File: src/rtl/wb_stage_if.sv
// Bus bundle between the MEM/hazard side of the pipeline and the WB stage.
// The master side presents the MEM instruction, pipeline control and the ID
// read addresses; the slave side (wb_stage) returns the RF write port, the
// bypass hits and the retired-instruction count.
interface wb_stage_if #(
  parameter int CNT_W = 32
);
  logic             mem_valid;
  logic [31:0]      mem_pc4;
  logic [31:0]      mem_alu_c;
  logic [31:0]      mem_ext;
  logic [31:0]      mem_rdo;
  logic [1:0]       mem_rf_wsel;
  logic             mem_rf_we;
  logic [4:0]       mem_wR;
  logic [2:0]       mem_ld_op;
  logic             stall;
  logic             flush;
  logic [4:0]       rR1;
  logic [4:0]       rR2;

  logic             wb_we;
  logic [4:0]       wb_wR;
  logic [31:0]      wb_wD;
  logic             wb_valid;
  logic             fwd1_hit;
  logic             fwd2_hit;
  logic [CNT_W-1:0] retire_cnt;

  modport master (
    output mem_valid, mem_pc4, mem_alu_c, mem_ext, mem_rdo, mem_rf_wsel,
           mem_rf_we, mem_wR, mem_ld_op, stall, flush, rR1, rR2,
    input  wb_we, wb_wR, wb_wD, wb_valid, fwd1_hit, fwd2_hit, retire_cnt
  );

  modport slave (
    input  mem_valid, mem_pc4, mem_alu_c, mem_ext, mem_rdo, mem_rf_wsel,
           mem_rf_we, mem_wR, mem_ld_op, stall, flush, rR1, rR2,
    output wb_we, wb_wR, wb_wD, wb_valid, fwd1_hit, fwd2_hit, retire_cnt
  );
endinterface

File: src/rtl/wb_stage.sv
// Write-back pipeline stage: one register holding the MEM instruction,
// load-data extraction, RF write port, WB->ID bypass hits and a counter of
// retired instructions. A held (stalled) entry writes the RF only once.
module wb_stage #(
  parameter int CNT_W = 32
) (
  input  logic      clk,
  input  logic      rst,
  wb_stage_if.slave bus
);

  localparam logic [1:0] RF_WSEL_ALU = 2'd0;
  localparam logic [1:0] RF_WSEL_PC4 = 2'd1;
  localparam logic [1:0] RF_WSEL_EXT = 2'd2;
  localparam logic [1:0] RF_WSEL_RDO = 2'd3;

  localparam logic [2:0] LD_LH  = 3'd1;
  localparam logic [2:0] LD_LHU = 3'd2;
  localparam logic [2:0] LD_LB  = 3'd3;
  localparam logic [2:0] LD_LBU = 3'd4;

  logic             valid_q;
  logic             written_q;
  logic [31:0]      pc4_q;
  logic [31:0]      alu_c_q;
  logic [31:0]      ext_q;
  logic [31:0]      rdo_q;
  logic [1:0]       wsel_q;
  logic             rf_we_q;
  logic [4:0]       wr_q;
  logic [2:0]       ld_op_q;
  logic [CNT_W-1:0] cnt_q;

  logic             we_int;
  logic [7:0]       ld_byte;
  logic [15:0]      ld_half;
  logic [31:0]      ld_data;
  logic [31:0]      wd_int;

  // WB pipeline register: flush beats stall beats capture. Flush keeps the
  // fields so wb_wD stays a defined function of registered state.
  always_ff @(posedge clk or posedge rst) begin
    if (rst) begin
      valid_q   <= 1'b0;
      written_q <= 1'b0;
      pc4_q     <= '0;
      alu_c_q   <= '0;
      ext_q     <= '0;
      rdo_q     <= '0;
      wsel_q    <= '0;
      rf_we_q   <= 1'b0;
      wr_q      <= '0;
      ld_op_q   <= '0;
    end else if (bus.flush) begin
      valid_q <= 1'b0;
    end else if (bus.stall) begin
      // the first held cycle issues the write; later held cycles must not
      if (we_int) written_q <= 1'b1;
    end else begin
      valid_q   <= bus.mem_valid;
      written_q <= 1'b0;
      pc4_q     <= bus.mem_pc4;
      alu_c_q   <= bus.mem_alu_c;
      ext_q     <= bus.mem_ext;
      rdo_q     <= bus.mem_rdo;
      wsel_q    <= bus.mem_rf_wsel;
      rf_we_q   <= bus.mem_rf_we;
      wr_q      <= bus.mem_wR;
      ld_op_q   <= bus.mem_ld_op;
    end
  end

  // Retire counter: a live entry counts when it leaves WB normally; a flushed
  // or reset entry never counts, and a stalled one counts once on release.
  always_ff @(posedge clk or posedge rst) begin
    if (rst) begin
      cnt_q <= '0;
    end else if (valid_q && !bus.stall && !bus.flush) begin
      cnt_q <= cnt_q + 1'b1;
    end
  end

  // RF write enable: never to x0, never twice for one held entry.
  always_comb begin
    we_int = valid_q & rf_we_q & (wr_q != 5'd0) & ~written_q;
  end

  // Load extraction from the raw DRAM word using the address low bits.
  always_comb begin
    ld_byte = 8'h00;
    ld_half = alu_c_q[1] ? rdo_q[31:16] : rdo_q[15:0];
    ld_data = rdo_q;
    case (alu_c_q[1:0])
      2'd0:    ld_byte = rdo_q[7:0];
      2'd1:    ld_byte = rdo_q[15:8];
      2'd2:    ld_byte = rdo_q[23:16];
      default: ld_byte = rdo_q[31:24];
    endcase
    case (ld_op_q)
      LD_LH:   ld_data = {{16{ld_half[15]}}, ld_half};
      LD_LHU:  ld_data = {16'h0000, ld_half};
      LD_LB:   ld_data = {{24{ld_byte[7]}}, ld_byte};
      LD_LBU:  ld_data = {24'h000000, ld_byte};
      default: ld_data = rdo_q;
    endcase
  end

  // Write-back source select.
  always_comb begin
    wd_int = alu_c_q;
    case (wsel_q)
      RF_WSEL_ALU: wd_int = alu_c_q;
      RF_WSEL_PC4: wd_int = pc4_q;
      RF_WSEL_EXT: wd_int = ext_q;
      RF_WSEL_RDO: wd_int = ld_data;
      default:     wd_int = alu_c_q;
    endcase
  end

  // Output drive, including the bypass compares against ID read addresses.
  always_comb begin
    bus.wb_we      = we_int;
    bus.wb_wR      = wr_q;
    bus.wb_wD      = wd_int;
    bus.wb_valid   = valid_q;
    bus.fwd1_hit   = we_int & (bus.rR1 == wr_q);
    bus.fwd2_hit   = we_int & (bus.rR2 == wr_q);
    bus.retire_cnt = cnt_q;
  end

endmodule

File: src/flat_wrapper.sv
// flat-port wrapper written by rule: the top's interface ports become plain ports
module wb_stage_flat 
#(
  parameter int CNT_W = 32
)
  (clk, rst, bus_mem_valid, bus_mem_pc4, bus_mem_alu_c, bus_mem_ext, bus_mem_rdo, bus_mem_rf_wsel, bus_mem_rf_we, bus_mem_wR, bus_mem_ld_op, bus_stall, bus_flush, bus_rR1, bus_rR2, bus_wb_we, bus_wb_wR, bus_wb_wD, bus_wb_valid, bus_fwd1_hit, bus_fwd2_hit, bus_retire_cnt);
  wb_stage_if #(.CNT_W(CNT_W)) bus_i ();
  input  logic clk;
  input  logic rst;
  input wire logic [$bits(bus_i.mem_valid)-1:0] bus_mem_valid;
  input wire logic [$bits(bus_i.mem_pc4)-1:0] bus_mem_pc4;
  input wire logic [$bits(bus_i.mem_alu_c)-1:0] bus_mem_alu_c;
  input wire logic [$bits(bus_i.mem_ext)-1:0] bus_mem_ext;
  input wire logic [$bits(bus_i.mem_rdo)-1:0] bus_mem_rdo;
  input wire logic [$bits(bus_i.mem_rf_wsel)-1:0] bus_mem_rf_wsel;
  input wire logic [$bits(bus_i.mem_rf_we)-1:0] bus_mem_rf_we;
  input wire logic [$bits(bus_i.mem_wR)-1:0] bus_mem_wR;
  input wire logic [$bits(bus_i.mem_ld_op)-1:0] bus_mem_ld_op;
  input wire logic [$bits(bus_i.stall)-1:0] bus_stall;
  input wire logic [$bits(bus_i.flush)-1:0] bus_flush;
  input wire logic [$bits(bus_i.rR1)-1:0] bus_rR1;
  input wire logic [$bits(bus_i.rR2)-1:0] bus_rR2;
  output wire logic [$bits(bus_i.wb_we)-1:0] bus_wb_we;
  output wire logic [$bits(bus_i.wb_wR)-1:0] bus_wb_wR;
  output wire logic [$bits(bus_i.wb_wD)-1:0] bus_wb_wD;
  output wire logic [$bits(bus_i.wb_valid)-1:0] bus_wb_valid;
  output wire logic [$bits(bus_i.fwd1_hit)-1:0] bus_fwd1_hit;
  output wire logic [$bits(bus_i.fwd2_hit)-1:0] bus_fwd2_hit;
  output wire logic [$bits(bus_i.retire_cnt)-1:0] bus_retire_cnt;
  assign bus_i.mem_valid = bus_mem_valid;
  assign bus_i.mem_pc4 = bus_mem_pc4;
  assign bus_i.mem_alu_c = bus_mem_alu_c;
  assign bus_i.mem_ext = bus_mem_ext;
  assign bus_i.mem_rdo = bus_mem_rdo;
  assign bus_i.mem_rf_wsel = bus_mem_rf_wsel;
  assign bus_i.mem_rf_we = bus_mem_rf_we;
  assign bus_i.mem_wR = bus_mem_wR;
  assign bus_i.mem_ld_op = bus_mem_ld_op;
  assign bus_i.stall = bus_stall;
  assign bus_i.flush = bus_flush;
  assign bus_i.rR1 = bus_rR1;
  assign bus_i.rR2 = bus_rR2;
  assign bus_wb_we = bus_i.wb_we;
  assign bus_wb_wR = bus_i.wb_wR;
  assign bus_wb_wD = bus_i.wb_wD;
  assign bus_wb_valid = bus_i.wb_valid;
  assign bus_fwd1_hit = bus_i.fwd1_hit;
  assign bus_fwd2_hit = bus_i.fwd2_hit;
  assign bus_retire_cnt = bus_i.retire_cnt;
  wb_stage #(.CNT_W(CNT_W)) u_core (.clk(clk), .rst(rst), .bus(bus_i));
endmodule
File: config.mk
export PLATFORM = sky130hd
export DESIGN_NAME = wb_stage_flat
export DESIGN_NICKNAME = d
export VERILOG_FILES = /design/src/rtl/wb_stage_if.sv /design/src/rtl/wb_stage.sv /design/src/flat_wrapper.sv
export SDC_FILE = /design/constraint.sdc
export NUM_CORES = 1
export LEC_CHECK = 0
export ABC_CLOCK_PERIOD_IN_PS = 10500
export CAP_MARGIN = 40
export CORE_AREA = 2 2 112 125
export CTS_CLUSTER_DIAMETER = 50
export CTS_CLUSTER_SIZE = 40
export DETAILED_ROUTE_END_ITERATION = 12
export DIE_AREA = 0 0 114 127
export DONT_BUFFER_PORTS = 1
export GPL_TIMING_DRIVEN = 0
export PLACE_DENSITY_LB_ADDON = 0.1
export RECOVER_POWER = 100
export SYNTH_ARGS = -nofsm -noshare
export SYNTH_HDL_FRONTEND = slang
export SYNTH_SLANG_ARGS = --single-unit
File: constraint.sdc
create_clock -name clk -period 10.5 [get_ports clk]
set_clock_uncertainty 0.05 [all_clocks]
set_input_delay 2.1 -clock clk [delete_from_list [all_inputs] [get_ports clk]]
set_output_delay 2.1 -clock clk [all_outputs]
set_load 0.1 [all_outputs]
Word-level counts from Yosys, hierarchy flattened
Index checks and enable logic that the tools add are counted.
{"block": "classes", "addsub": 1, "eq_ne": 13, "mux": 8, "bitwise": 8, "reduce_logical": 9}
{"op": "$pmux 32 s4", "n": 2}
{"op": "$add 32x1->32 const B", "n": 1}
{"op": "$pmux 8 s3", "n": 1}
{"op": "$mux 16", "n": 1}
{"op": "$eq 5x5->1", "n": 2}
{"op": "$eq 2x2->1 const B", "n": 3}
{"op": "$eq 3x2->1 const B", "n": 2}
{"op": "$and 1x1->1", "n": 5}
{"op": "$reduce_bool 5->1", "n": 1}
{"op": "$eq 2x1->1 const B", "n": 2}
{"op": "$logic_not 2->1", "n": 2}
{"op": "$mux 1", "n": 4}
{"op": "$ne 2x1->1 const B", "n": 2}
{"op": "$reduce_and 2->1", "n": 2}
{"op": "$eq 3x1->1 const B", "n": 1}
{"op": "$eq 3x3->1 const B", "n": 1}
{"op": "$not 1->1", "n": 3}
{"op": "$logic_and 1x1->1", "n": 2}
{"op": "$logic_not 1->1", "n": 2}
{"block": "totals", "register_bits": 173, "output_inout_bits": 73}

Depth between registers and ports, before layout
Gate-level depths: netlist of run 1.
{"block": "logic_depth", "word_depth": 5, "depth_mapped": 7, "ltp_nobuf": 5}

Least setup slack after synthesis of run 1
No wires, ideal clock.
{"block": "synth_timing", "kind": "input to output", "startpoint": "in bus_rR1[4]", "endpoint": "out bus_fwd1_hit", "arrival_time_ns": 5.220, "setup_slack_ns": 3.130, "cell_stages": 3, "path_buffers": 0, "path_cell_list": "xnor2_1 > nand3_1 > nor4_1"}
{"block": "synth_via", "elab_chain_len": 2}
{"element": "start: declaration", "line": "flat_wrapper.sv:21", "text": "input wire logic [$bits(bus_i.rR1)-1:0] bus_rR1;"}
{"element": "$eq 5x5->1", "line": "wb_stage.sv:126", "text": "bus.fwd1_hit = we_int & (bus.rR1 == wr_q);"}
{"element": "$and 1x1->1", "line": "wb_stage.sv:126"}
{"element": "end: declaration", "line": "flat_wrapper.sv:27", "text": "output wire logic [$bits(bus_i.fwd1_hit)-1:0] bus_fwd1_hit;"}
No other way between the ends.

Worst setup path after layout of run 1
{"block": "layout_timing", "startpoint": "reg u_core.ld_op_q[2]", "endpoint": "out bus_wb_wD[30]"}
{"block": "layout_via", "elab_chain_len": 3, "elab_cells_between_ends": 6, "classes_between": "eq/ne: 4; mux: 2"}
{"element": "start: declaration", "line": "wb_stage.sv:31", "text": "logic [2:0] ld_op_q;"}
{"element": "start signal: assignment", "line": "wb_stage.sv:69", "text": "ld_op_q <= bus.mem_ld_op;"}
{"element": "$eq 3x3->1, or another cell as far along", "line": "wb_stage.sv:99", "text": "case (ld_op_q)"}
{"element": "$pmux 32 s4 *", "line": "wb_stage.sv:99"}
{"element": "$pmux 32 s4 *", "line": "wb_stage.sv:111", "text": "case (wsel_q)"}
{"element": "end: declaration", "line": "flat_wrapper.sv:25", "text": "output wire logic [$bits(bus_i.wb_wD)-1:0] bus_wb_wD;"}
Every way passes the cells marked *; elsewhere a longest branch is shown, timed or not.

==> results of run 1 <==
registers in the layout (all words and copies together), names as in the netlist:
name,flops
u_core.wsel_q,2
u_core.ext_q,32
u_core.alu_c_q,32
u_core.ld_op_q,3
u_core.rdo_q,32
u_core.bus.wb_valid,1
u_core.bus.wb_wR,5
u_core.pc4_q,32
u_core.rf_we_q,1
u_core.written_q,1
u_core.bus.retire_cnt,32
logic make-up after synthesis:
| logic type | synth area share |
|---|---|
| AO/OA/AOI/OAI | 0.103 |
| XOR/XNOR | 0.0436 |
| multiplexers | 0.219 |
| adder cells (fa/ha/maj) | 0.0110 |
| buffers and inverters | 0.0313 |
| flip-flops | 0.490 |
| AND/OR/NAND/NOR | 0.102 |
how the worst max path moves through the flow:
stage	startpoint	endpoint	slack [ns]	cells after the start
3_3_place_gp	rst	u_core.rdo_q[2]	2.24	1
6_report	u_core.ld_op_q[2]	bus_wb_wD[30]	4.35	8
3_5_place_dp	bus_rR1[4]	bus_fwd1_hit	5.30	4
5_1_grt	u_core.ld_op_q[2]	bus_wb_wD[30]	4.16	8
2_1_floorplan	bus_rR1[4]	bus_fwd1_hit	3.13	3
4_1_cts	bus_rR1[4]	bus_fwd1_hit	5.30	4
synthesized netlist by cell type, types with 7 or more instances:
master	instances
a2111oi_0	7
a211o_1	7
a21oi_1	36
a221oi_1	7
a221oi_2	10
a22oi_1	7
buf_2	20
clkbuf_1	21
dfrtp_1	173
mux2_2	144
mux2i_1	14
mux4_2	7
nand2_1	27
nand2b_1	20
nand3_1	13
nand4_1	15
nor2_1	35
nor2b_1	25
o21ai_0	13
o22ai_1	8
o32ai_1	16
xnor2_1	34
xor2_1	10
metal layers:
metal  up-vias  track usage  wire length (um)
met4         2        0.195              1370
met2       481        0.709             15100
met1      3591        0.483             10300
met3       110       0.0987              2470
li1       2869            -                 -
met5         -            0                13
area by class of cell:
class | count | area [um2]
Buffer | 51 | 233
Inverter | 6 | 23.8
Antenna cell | 10 | 25.0
Clock inverter | 14 | 149
Clock buffer | 18 | 439
Sequential cell | 173 | 4330
Fill cell | 729 | 2680
Timing Repair Buffer | 68 | 783
Multi-Input combinational cell | 500 | 4240
Tap cell | 161 | 201
power breakdown:
group | switching (uW) | internal (uW)
clock network | 299 | 343
registers | 76.3 | 751
logic | 692 | 348
total | 1070 | 1440
through the flow:
| stage | cells | util | worst slack, ns | instance area [um2] | hold WS (ns) |
|---|---|---|---|---|---|
| finish | 1001 | 0.796 | 4.35 | 10400 | 0.449 |
| global route | 997 | 0.795 | 4.16 | 10400 | 0.470 |
| CTS | 991 | 0.877 | 5.30 | 11500 | 0.457 |
| detailed placement | 959 | 0.832 | 5.30 | 10900 | 0.442 |
| global placement | 891 | 0.690 | 2.24 | 9040 | 0.434 |
| floorplan | 730 | - | 3.13 | 8840 | 0.404 |
worst register-to-register path: stages, from the launching register on:
cell	delay (ns)
dfrtp_1	0.42
clkbuf_1	0.93
nand4_1	0.28
nor4_1	1.50
nand3_1	0.35
xnor2_1	0.22
==> results_dict.tcl, run 1 <==
set metrics [dict create \
    cpLargestDelayFamily "buffers and inverters" \
    worst_pin_slew_ns 2.46 \
    max_freq_mhz 163 \
    cts_max_path_buffers 2 \
    total_leakage_power_uw 0.00426 \
    rows 44 \
    grt_antenna_before_repair 8 \
    peakVddDrop_v 0.000191 \
    die_area_mm2 0.0145 \
    relSlewSlack -0.651 \
    setup_viol 0 \
    synth-seq-cells 173 \
    maxSlewViolCount 66 \
    io_pins 227 \
    async_reset_ff_frac 1.00 \
    wl_um 29300 \
    synth-edff-count 0 \
    layout_common_cells "dfrtp_1, mux2_2, clkbuf_1" \
    htreeDepth 4 \
    fp.dieW_um 114 \
    cp_max_fo 10 \
    synth.distinct_cells 55 \
    ys_warn_count 0 \
    seq_area_frac_synth 0.490 \
    synth-main-ff-cell "dfrtp_1" \
    maxCapViolCount 2 \
    clk_latency_ns 0.44 \
    start_util 0.675 \
    clk_pin_slew_ns 0.07 \
    clock_sinks 173 \
    syn_nets 885 \
    synth.avg_cell_area_um2 12.1 \
    post_cts_buffers 0 \
    crit_arrival_ns 4.00 \
    area_delta_synth_final_pct 17.9 \
    crit_path_top_delay_cell "clkbuf_1" \
    worstReg2RegStart "u_core.bus.retire_cnt[10]" \
    cts_buffers 17 \
    hold_viol 0 \
    synth_top_cell_area_share 0.490 \
    syn_area_mm2 0.00884 \
    grt_overflow 0 \
    layout_commonest_cell "dfrtp_1" \
    min_delay_path_depth 1 \
    drc_errors 0 \
    cp-start-kind "register" \
    numPortBuffers 0 \
    critPathKind "reg -> out" \
    worst-path-buf-inv 5 \
    yosys-top-cells-area "dfrtp_1, mux2_2, xnor2_1" \
    clockRootBuffer "clkbuf_16" \
    wire_per_inst_um 29.2 \
    fin_setup_tns_ns 0 \
    p_per_area_mw_per_mm2 241 \
    status "finished with violations" \
    first_global_vias 7358 \
    num_vias 7053 \
    fin_crit_sh 0.585 \
    cp-end-kind "primary output" \
    ant_nets 0 \
    via_per_inst 7.05 \
    drtIter0Drc 745 \
    finalPower_uw 2510 \
    die_h_um 127 \
    required_ns 8.35 \
    period_minus_slack_ns 6.15 \
    syn_inst 730 \
    rrSetupSlack_ns 6.64 \
    hold_class "reg -> reg" \
    cts_tree "yes" \
    core_mm2 0.0131 \
    holdBufCountCts 0 \
    drt_pre_antenna_iters 7 \
    violations "capacitance limit, slew limit" \
    cp_cell_sequence "clkbuf_1 > inv_1 > clkbuf_1 > a21oi_1 > clkbuf_1 > a221oi_2 > nor2_2 > clkbuf_1" \
    track_usage 0.411 \
    grt_max_degree 120 \
    hpwl_um 20500 \
    grt_pass1_wl_um 44100 \
    min_from "u_core.bus.retire_cnt[30]" \
    yosysTopAreaCell "dfrtp_1" \
    grt_setup_unrepaired "no" \
    post_cts_resized 0 \
    holdPathEnd "u_core.bus.retire_cnt[30]" \
    r2r-end "u_core.bus.retire_cnt[26]" \
    nets 972 \
    crit_top_cell "clkbuf_1" \
    routabilityCongestion 0.860 \
    reg2reg_depth 5 \
    critical-path-max-stage-delay_ns 0.87 \
    layout-drive-gt1-share 0.300 \
]
Note: power is estimated with default switching activity, not from simulation.
==> inputs of run 2 (changes only) <==
- ABC_CLOCK_PERIOD_IN_PS: 10500 -> 5500
- CORE_AREA: 2 2 112 125 -> 2 2 121 135
- DIE_AREA: 0 0 114 127 -> 0 0 123 137
- clock period: 10.5 -> 5.5 ns (I/O delays scaled with it)
==> run 2 against run 1 <==
The run still ends with capacitance limit, slew limit left. Sequential share of layout area shrank 0.58 points. Utilization shrank 11 points. Combinational power grew 92%. Critical path depth shrank 1. Worst hold slack lost 0.096 ns. Power grew 89%. Cell count grew 4.2%. Global-route usage shrank 8.2 points. Clock power grew 82%. First-iteration DRC count shrank 41%. Die area grew 16%. Highest routed layer unchanged.
==> results_dict.tcl, run 2 (synthesized netlist as in run 1, its figures left out) <==
set metrics [dict create \
    post_cts_resized 0 \
    maxSlewViolCount 46 \
    drtIter0Drc 440 \
    fin_hold_ws_ns 0.353 \
    max_freq_mhz 224 \
    grt_setup_unrepaired "no" \
    p_per_area_mw_per_mm2 449 \
    io_pins 227 \
    holdBufCountCts 0 \
    worst_slack_ns 1.03 \
    first_global_vias 7190 \
    cp-end-kind "primary output" \
    htreeDepth 4 \
    wire_per_inst_um 25.6 \
    grt.met2_usage 0.556 \
    setup_viol 0 \
    clk_pin_slew_ns 0.07 \
    ant_nets 0 \
    cts_buffers 17 \
    grt_pass1_wl_um 41000 \
    use_met1 0.381 \
    violations "capacitance limit, slew limit" \
    hpwl_um 20400 \
    crit_arrival_ns 3.32 \
    post-place-ws_ns 2.01 \
    drc_errors 0 \
    layout.cells.non_filler 1043 \
    fin_setup_tns_ns 0 \
    rows 48 \
    via_per_inst 6.29 \
    track_usage 0.329 \
    grt_antenna_before_repair 12 \
    dp_cells 1002 \
    die_h_um 137 \
    worst_pin_slew_ns 2.01 \
    layout_commonest_cell "dfrtp_1" \
    hold_class "in -> async" \
    fin_crit_sh 0.812 \
    maxCapViolCount 2 \
    area_delta_synth_final_pct 19.6 \
    clockRootBuffer "clkbuf_16" \
    grt_use_met3 0.0971 \
    cp-start-kind "register" \
    period_minus_slack_ns 4.47 \
    critPathKind "reg -> out" \
    peakVddDrop_v 0.000242 \
    clk_latency_ns 0.43 \
    status "finished with violations" \
    post_cts_buffers 0 \
    required_ns 4.35 \
    grt_overflow 0 \
    wl_um 26700 \
    cts_tree "yes" \
    numPortBuffers 0 \
    relSlewSlack -0.339 \
    nets 977 \
    drt_pre_antenna_iters 5 \
    cts_max_path_buffers 2 \
    fp.dieW_um 123 \
    hold_viol 0 \
    grt_max_degree 41 \
    total_leakage_power_uw 0.00431 \
    layout-drive-gt1-share 0.307 \
    cp_max_fo 10 \
    routabilityCongestion 0.867 \
    layout_common_cells "dfrtp_1, mux2_2, clkbuf_1" \
    busiest_layer "met2" \
    worstReg2RegStart "u_core.bus.retire_cnt[9]" \
    die_area_mm2 0.0169 \
    fin_util 0.682 \
    clock_sinks 173 \
    num_vias 6559 \
    start_util 0.571 \
    crit_start "u_core.ld_op_q[1]" \
    core_mm2 0.0155 \
]
run 2: cell types whose count changed in the layout (fill, tap and decap cells not counted), sizes merged:
| cell | previous run | this run |
|---|---|---|
| inv | 13 | 7 |
| buf | 44 | 48 |
| clkinv | 3 | 7 |
| clkbuf | 93 | 96 |
| diode | 10 | 8 |
run 2: worst max-delay path: stages (launching register included):
cell and delay [ns]:
dfrtp_1 0.35, clkbuf_1 0.45, clkbuf_1 0.48, nand3_1 0.11
o21ai_0 0.19, nor4b_1 0.10, a311oi_4 0.28, clkbuf_1 0.92
run 2: power breakdown:
part / switching [uW] / total, uW / internal (uW)
clock: 521 / 1170 / 651
sequential: 134 / 1570 / 1430
combinational: 1300 / 2000 / 705
run 2: cell type report:
class | instances | area (um2)
multi-input combinational | 500 | 4240
clock buffer | 20 | 457
fill | 1131 | 4920
clock inverter | 12 | 113
timing repair buffer | 73 | 898
tap | 200 | 250
antenna | 8 | 20.0
inverter | 6 | 23.8
sequential | 173 | 4330
buffer | 51 | 238
run 2: stage by stage:
stage	power (uW)	cell area [um2]
2_1_floorplan	2910	8840
3_3_place_gp	3120	9090
3_5_place_dp	3720	11100
4_1_cts	4890	11600
5_1_grt	4910	10600
6_report	4740	10600
run 2: layer usage:
metal | share of wire | up-vias
met2 | 0.51 | 275
li1 | - | 2879
met1 | 0.38 | 3325
met4 | 0.039 | 8
met5 | 0.0019 | -
met3 | 0.072 | 72
run 2: final timing paths:
kind	to	slack (ns)	cells past startpoint
worst max-delay path	bus_wb_wD[7]	1.03	7
min in group clk	u_core.bus.retire_cnt[31]	0.43	1
worst max register to register	u_core.bus.retire_cnt[28]	1.74	5
max in group asynchronous	u_core.ext_q[1]	2.18	3
worst min register to register	u_core.bus.retire_cnt[31]	0.43	1
worst min-delay path	u_core.bus.wb_valid	0.35	1
==> inputs of run 3 (changes only) <==
- ABC_CLOCK_PERIOD_IN_PS: 5500 -> 4200
- CORE_AREA: 2 2 121 135 -> 2 2 116 129
- DIE_AREA: 0 0 123 137 -> 0 0 118 131
- clock period: 5.5 -> 4.2 ns (I/O delays scaled with it)
==> run 3 against run 2 <==
The flow still finishes with violations (capacitance limit, slew limit). Cell count is 1.1% lower. Setup slack worse by 0.80 ns. Combinational power is 29% higher. Worst hold slack better by 0.060 ns. Critical path depth stayed put. Power is 34% higher. Via count is 4.2% higher.
==> results_dict.tcl, run 3 (synthesized netlist as in run 1, its figures left out) <==
set metrics [dict create \
    io_pins 227 \
    num_vias 6834 \
    grt_antenna_before_repair 6 \
    critical-path-max-stage-delay_ns 0.64 \
    worstReg2RegStart "u_core.bus.retire_cnt[0]" \
    required_ns 3.31 \
    violations "capacitance limit, slew limit" \
    fp.dieW_um 118 \
    fin_hold_ws_ns 0.413 \
    multi_input_area_mm2 0.00423 \
    hold_viol 0 \
    setup_viol 0 \
    dr_wl_met2_um 14400 \
    crit_path_top_delay_cell "xnor2_1" \
    post-place-ws_ns 0.928 \
    max_freq_mhz 252 \
    first_global_vias 7307 \
    routabilityCongestion 0.902 \
    worst_slack_ns 0.235 \
    crit_start "u_core.ld_op_q[1]" \
    period_minus_slack_ns 3.97 \
    htreeDepth 4 \
    numPortBuffers 0 \
    cts_max_path_buffers 2 \
    post_cts_resized 0 \
    status "finished with violations" \
    drt_pre_antenna_iters 6 \
    via_per_inst 6.62 \
    die_h_um 131 \
    hold_class "in -> async" \
    track_usage 0.373 \
    hpwl_um 20900 \
    cp-end-kind "primary output" \
    ant_nets 0 \
    critPathKind "reg -> out" \
    post_cts_buffers 0 \
    grt_max_degree 42 \
    total_leakage_power_uw 0.00429 \
    core_mm2 0.0142 \
    wl_um 28200 \
    clockRootBuffer "clkbuf_16" \
    nFillCells 928 \
    met3_length_um 2230 \
    peakVddDrop_v 0.000401 \
    drtIter0Drc 688 \
    clock_sinks 173 \
    grt_overflow 0 \
    relSlewSlack -0.548 \
    maxCapViolCount 5 \
    die_area_mm2 0.0155 \
    clk_latency_ns 0.44 \
    cp_cell_sequence "buf_2 > nor2_1 > xnor2_1 > clkbuf_1 > o32ai_1 > nor2_2 > clkbuf_2" \
    cp_max_fo 10 \
    rows 46 \
    holdBufCountCts 0 \
    grt_pass1_wl_um 43200 \
    worst_pin_slew_ns 2.32 \
    layout_common_cells "dfrtp_1, mux2_2, clkbuf_1" \
    area_delta_synth_final_pct 18.7 \
    cp-start-kind "register" \
    fin_crit_sh 0.944 \
    wl_met1_um 10400 \
    p_per_area_mw_per_mm2 607 \
    cts_buffers 17 \
    wire_per_inst_um 27.3 \
    regArea_mm2 0.00433 \
    layout_commonest_cell "dfrtp_1" \
    maxSlewViolCount 168 \
    drc_errors 0 \
    finalPower_uw 6370 \
    grt_setup_unrepaired "no" \
    crit_arrival_ns 3.08 \
    clk_pin_slew_ns 0.06 \
    nets 976 \
    layout-drive-gt1-share 0.309 \
    top_layer_used "met4" \
    start_util 0.622 \
    cts_tree "yes" \
]
[run 3: changes by cell type in the layout (fill, tap and decap cells not counted), sizes merged]
cell    change
clkbuf      +5
diode       -2
clkinv      -5
inv         +2
buf         -6
bufinv      +3
[run 3: per-layer routing]
layer / vias to the layer above / global-route usage
met5: - / 0.0219
met2: 375 / 0.647
met3: 102 / 0.0929
li1: 2868 / -
met1: 3489 / 0.445
met4: 0 / 0.164
[run 3: layout make-up]
cell class,instances,share of cell area
tap,192,0.0229
buffer,51,0.0229
clock buffer,20,0.0445
timing repair buffer,72,0.0729
sequential,173,0.413
inverter,6,0.00227
clock inverter,12,0.0172
multi-input combinational,500,0.403
antenna,6,0.00143
[run 3: worst paths after layout]
check                                             to  slack, ns  depth (start not counted)
hold / removal                       u_core.pc4_q[9]       0.41                          1
min in group clk                 u_core.bus.wb_valid       0.42                          1
max in group asynchronous  u_core.bus.retire_cnt[30]       1.05                          2
hold reg to reg            u_core.bus.retire_cnt[31]       0.45                          1
setup / recovery                       bus_wb_wD[26]       0.23                          7
setup reg to reg           u_core.bus.retire_cnt[30]       1.26                          5
[run 3: power by group]
part	internal [uW]	switching, uW
registers	1880	181
logic	870	1710
clock network	1050	680
[run 3: metrics by stage]
step | utilization | setup TNS [ns] | std cells | cell area (um2)
global placement | 0.640 | -2.87 | 922 | 9090
detailed placement | 0.774 | 0 | 994 | 11000
CTS | 0.819 | 0 | 1026 | 11600
finish | 0.738 | 0 | 1032 | 10500
global route | 0.738 | 0 | 1031 | 10500
floorplan | - | -2.14 | 730 | 8850
[run 3: worst max-delay path, delay by kind of cell (launching register included)]
kind	cells	cell delay, ns
AOI/OAI and AO/OA	1	0.18
xor gates and xnor gates	1	0.64
buffers and inverters	3	1.18
DFF	1	0.35
and+or+nand+nor	2	0.30
